File: config.mk
export PLATFORM = sky130hd
export DESIGN_NAME = alu_sequencer
export DESIGN_NICKNAME = d
export VERILOG_FILES = /design/src/rtl/alu_sequencer.sv
export SDC_FILE = /design/constraint.sdc
export NUM_CORES = 1
export LEC_CHECK = 0
export ABC_AREA = 0
export CAP_MARGIN = 20
export CORE_MARGIN = 2
export CORE_UTILIZATION = 30
export CTS_CLUSTER_DIAMETER = 40
export DETAILED_ROUTE_END_ITERATION = 16
export GPL_TIMING_DRIVEN = 1
export PLACE_DENSITY_LB_ADDON = 0.2
export SETUP_SLACK_MARGIN = 0.15
export SYNTH_ARGS = -nofsm -noshare
export SYNTH_HDL_FRONTEND = slang
export SYNTH_SLANG_ARGS = --single-unit
File: constraint.sdc
create_clock -name clk -period 1.6 [get_ports clk]
set_clock_uncertainty 0.05 [all_clocks]
set_input_delay 0.32 -clock clk [delete_from_list [all_inputs] [get_ports clk]]
set_output_delay 0.32 -clock clk [all_outputs]
set_load 0.02 [all_outputs]
File: src/rtl/alu_sequencer.sv
// Instruction sequencer and 4-entry register file feeding a 4-bit combinational ALU.
// Each instruction takes three cycles: accept/read, ALU settle, writeback.
module alu_sequencer (
    input  logic       clk,
    input  logic       rst,
    input  logic [9:0] instr,
    input  logic       instr_valid,
    output logic       instr_ready,
    output logic [3:0] alu_a,
    output logic [3:0] alu_b,
    output logic [3:0] alu_op,
    input  logic [3:0] alu_result,
    input  logic [1:0] dbg_addr,
    output logic [3:0] dbg_data,
    output logic       done,
    output logic [3:0] wb_data,
    output logic       zero,
    output logic       err
);

    localparam logic [3:0] OP_ALU_MAX = 4'b1011;
    localparam logic [3:0] OP_LOADI   = 4'b1100;

    typedef enum logic [1:0] {
        S_IDLE = 2'd0,
        S_EXEC = 2'd1,
        S_WB   = 2'd2
    } state_t;

    state_t     state;
    state_t     state_next;
    logic       accept;
    logic       retire;
    logic [3:0] regs [4];
    logic [1:0] rd_q;
    logic [3:0] imm_q;

    // Handshake: a transfer happens on a rising edge where instr_valid and
    // instr_ready are both high; upstream holds instr stable until then.
    always_ff @(posedge clk or posedge rst) begin
        if (rst) begin
            state <= S_IDLE;
        end else begin
            state <= state_next;
        end
    end

    always_comb begin
        state_next  = state;
        instr_ready = 1'b0;
        accept      = 1'b0;
        retire      = 1'b0;
        case (state)
            S_IDLE: begin
                instr_ready = 1'b1;
                if (instr_valid) begin
                    accept     = 1'b1;
                    state_next = S_EXEC;
                end
            end
            S_EXEC: begin
                state_next = S_WB;
            end
            S_WB: begin
                retire     = 1'b1;
                state_next = S_IDLE;
            end
            default: begin
                state_next = S_IDLE;
            end
        endcase
    end

    // alu_op doubles as the latched opcode for the writeback decision.
    always_ff @(posedge clk or posedge rst) begin
        if (rst) begin
            for (int i = 0; i < 4; i++) begin
                regs[i] <= '0;
            end
            alu_a   <= '0;
            alu_b   <= '0;
            alu_op  <= '0;
            rd_q    <= '0;
            imm_q   <= '0;
            wb_data <= '0;
            done    <= 1'b0;
            zero    <= 1'b1;
            err     <= 1'b0;
        end else begin
            done <= 1'b0;
            if (accept) begin
                alu_a  <= regs[instr[3:2]];
                alu_b  <= regs[instr[1:0]];
                alu_op <= instr[9:6];
                rd_q   <= instr[5:4];
                imm_q  <= instr[3:0];
            end
            if (retire) begin
                done <= 1'b1;
                if (alu_op <= OP_ALU_MAX) begin
                    regs[rd_q] <= alu_result;
                    wb_data    <= alu_result;
                    zero       <= (alu_result == 4'd0);
                end else if (alu_op == OP_LOADI) begin
                    regs[rd_q] <= imm_q;
                    wb_data    <= imm_q;
                    zero       <= (imm_q == 4'd0);
                end else begin
                    err <= 1'b1;
                end
            end
        end
    end

    assign dbg_data = regs[dbg_addr];

endmodule

==> flow_metrics.py <==
metrics = {
    "pwr": {
        "p_int_mw": 3.45,
        "peakVddDrop_mv": 0.612,
        "p_leak_nw": 1.42,
        "power_frac_clock_pct": 12.8,
        "combinationalPowerShare_pct": 51.3,
        "p_sw_share_pct": 33.5,
        "powerDensity_nw_per_um2": 1690,
        "power_mw": 5.19,
        "p_seq_share_pct": 36.0,
        "switchingPower_mw": 1.74,
    },
    "sta": {
        "drv_slew": 0,
        "relSlewSlack_pct": 79.1,
        "fmax_ghz": 0.591,
        "fin_setup_tns_ns": -0.325,
        "fin_crit_ns": 1.69,
        "post-route-period-util_pct": 106,
        "setup_violations": 4,
        "hold_slack_ns": 0.330,
        "rsz0062_at_grt": "true",
        "finalHoldViolations": 0,
        "tightest_slew_ns": 0.314,
        "worst_slack_ns": -0.0918,
    },
    "layout": {
        "fin_area_um2": 3070,
        "fin_nets": 221,
        "n_antenna_cell": 0,
        "area_growth_pct": 52.6,
        "layout-drive-gt1-share_pct": 57.1,
        "post-route-util_pct": 47.8,
        "fillers": 555,
        "final_cells": 280,
    },
    "setup_path": {
        "cp.required_ns": 1.23,
        "crit_chain": "mux4_2, buf_6",
        "end_kind": "output pin",
        "start_kind": "flip-flop",
        "slowest_delay_ns": 0.48,
        "crit_fanout": 2,
        "critPathKind": "flip-flop to output pin",
        "cp_top_family": "multiplexers",
        "arrival_ns": 1.32,
        "cpMaxStageDelayCell": "mux4_2",
        "critPathBufInv": 1,
    },
    "placement": {
        "place_congestion": 0.804,
        "place_ws_ns": -0.787,
        "dpl.hpwl_um": 3620,
        "dp_cells": 259,
        "numPortBuffers": 42,
        "post_dp_cell_area_um2": 2770,
    },
    "floorplanning": {
        "ioPinCount": 43,
        "initial_core_util_pct": 31.3,
        "dieWidth_um": 85.9,
        "die_area_um2": 7370,
        "rows": 29,
        "core_um2": 6420,
        "chipHeight_um": 85.9,
    },
    "clock_tree": {
        "cts_made_buffers": 5,
        "cts_tree": "done",
        "path_clk_slew_ns": 0.08,
        "h-tree-depth": 2,
        "cts-hold-fix-buffers": 0,
        "clock-sinks": 43,
        "clock_latency_ns": 0.30,
        "clock-root-buffer": "clkbuf_8",
        "cts_buffer_depth": 2,
    },
    "logic_synthesis": {
        "synth_compound_area_share_pct": 1.99,
        "synth_fa_ha_area_share_pct": 0,
        "synth.avg_cell_area_um2": 16.8,
        "synth_xor_area_share_pct": 0,
        "synthDistinctLibCells": 23,
        "synth_simple_gate_area_share_pct": 3.98,
        "synth_top_family_by_area": "multiplexers",
        "netlist_area_um2": 2010,
        "synthMuxAreaShare_pct": 38.6,
        "ys_seq_area_share_pct": 53.6,
        "yosysWarningCount": 0,
        "syn_inst": 120,
        "ys_seq_elements": 43,
        "synthesis.nets": 139,
    },
    "detailed_routing": {
        "wl_um": 5070,
        "ant_nets": 0,
        "drc": 0,
        "viasPerCell": 4.92,
        "drt_iter0_drc": 53,
        "wl_per_cell_um": 18.1,
        "dr.pass1.iters": 6,
        "routed-via-count": 1377,
    },
    "grt": {
        "grt_max_degree": 44,
        "global_route.usage.total_pct": 14.2,
        "globalRouteOverflowTotal": 0,
        "first_global_vias": 1471,
        "grt_pass1_wl_um": 7890,
        "antenna_found_initial": 0,
    },
    "worst_hold_path": {
        "hp-class": "primary input to async pin",
    },
    "outcome": {
        "status": "finished with violations",
        "violations": "negative setup slack",
    },
    "run": {
        "drv_cap": 0,
    },
}
-- area by class of cell --
type	count	area, um^2	area share (%)
Multi-Input combinational cell	72	1040	34.0
Timing Repair Buffer	78	759	24.8
Clock buffer	8	80.1	2.61
Sequential cell	43	1080	35.3
Inverter	2	7.51	0.245
Tap cell	77	96.3	3.14
-- cells in the mapped netlist --
library cell / instances / area share, %
nor2_1: 2 / 0.37
buf_4: 1 / 0.37
mux2_2: 36 / 20
dfstp_2: 1 / 1.3
nand4b_1: 2 / 0.87
a31oi_1: 1 / 0.31
nand3_1: 1 / 0.25
nor4_1: 2 / 0.62
o211ai_4: 1 / 1.1
nor2b_1: 2 / 0.62
mux4_1: 6 / 7.8
mux4_2: 6 / 6.7
a21oi_1: 1 / 0.25
o21bai_1: 1 / 0.37
nand2_1: 1 / 0.19
mux2i_1: 1 / 0.50
and2_1: 1 / 0.31
dfrtp_1: 42 / 52
nand2_2: 1 / 0.31
mux2_1: 6 / 3.4
and4_1: 1 / 0.44
buf_6: 2 / 1.1
inv_1: 2 / 0.37
-- flip-flops by register name, indices dropped and copies added, names as in the netlist --
signal / count
zero: 1
err: 1
alu_op: 4
regs: 16
state: 2
imm_q: 4
alu_b: 4
rd_q: 2
wb_data: 4
done: 1
alu_a: 4
-- power by group through the flow --
stage	registers, mW	logic (mW)	clock network [mW]
2_1_floorplan	2.08	1.02	0
3_3_place_gp	1.86	2.39	0
3_5_place_dp	1.88	2.43	0
4_1_cts	1.86	2.42	0.691
5_1_grt	1.92	2.82	0.737
6_report	1.87	2.66	0.664
-- layout by cell type, fill, tap and decap left out --
master / Yosys / final
buf_12: 0 / 3
nand2_4: 0 / 2
clkbuf_8: 0 / 5
mux2_4: 0 / 35
buf_4: 1 / 24
mux4_2: 6 / 12
a21oi_1: 1 / 1
clkbuf_1: 0 / 3
o211ai_4: 1 / 1
dfrtp_1: 42 / 38
buf_2: 0 / 1
clkbuf_16: 0 / 1
nor4_1: 2 / 2
nand3_4: 0 / 1
buf_6: 2 / 13
clkdlybuf4s15_1: 0 / 2
nor2_4: 0 / 1
dlygate4sd2_1: 0 / 17
inv_1: 2 / 2
clkdlybuf4s50_1: 0 / 14
nand4b_1: 2 / 2
nor2_1: 2 / 1
clkdlybuf4s15_2: 0 / 3
dfstp_2: 1 / 1
dfrtp_2: 0 / 4
o21bai_1: 1 / 1
and2_4: 0 / 1
mux2_2: 36 / 7
and4_4: 0 / 1
a31oi_1: 1 / 1
nor2b_1: 2 / 2
mux2i_1: 1 / 1
-- metal layers --
layer	routed length (um)	global-route usage, %	share of wire [%]
met3	179	4.33	3.5
met1	2160	18.0	43
met4	91	5.77	1.8
met2	2640	22.8	52
met5	0	0	0
-- what timing repair did --
action	in CTS	in global routing
hold endpoints to repair	0	0
setup endpoints to repair	50	38
pin swaps	4	5
gates resized for setup	76	31
gates cloned	0	1
setup buffers	5	7
-- kinds of logic after synthesis --
logic type	after synthesis
and+or+nand+nor	13
DFF	43
muxes	55
buffers and inverters	5
AOI/OAI and AO/OA	4
-- worst register-to-register path, delay by kind of cell (launching register included) --
kind     cells  cell delay (ns)
mux          2             0.72
flops        1             0.40
buf+inv      2             0.23
-- path summary, 6_finish.rpt --
kind                               from           to  slack [ns]  cells past startpoint
worst max-delay path            regs[3]  dbg_data[3]       -0.09                      2
worst max register to register  regs[6]     alu_b[2]        0.10                      4
worst min register to register      err          err        0.43                      1
max in group asynchronous           rst         zero        0.91                      3
worst min-delay path                rst     regs[14]        0.33                      3
min in group clk                    err          err        0.43                      1
No activity file was read; power rests on OpenSTA's default activity.
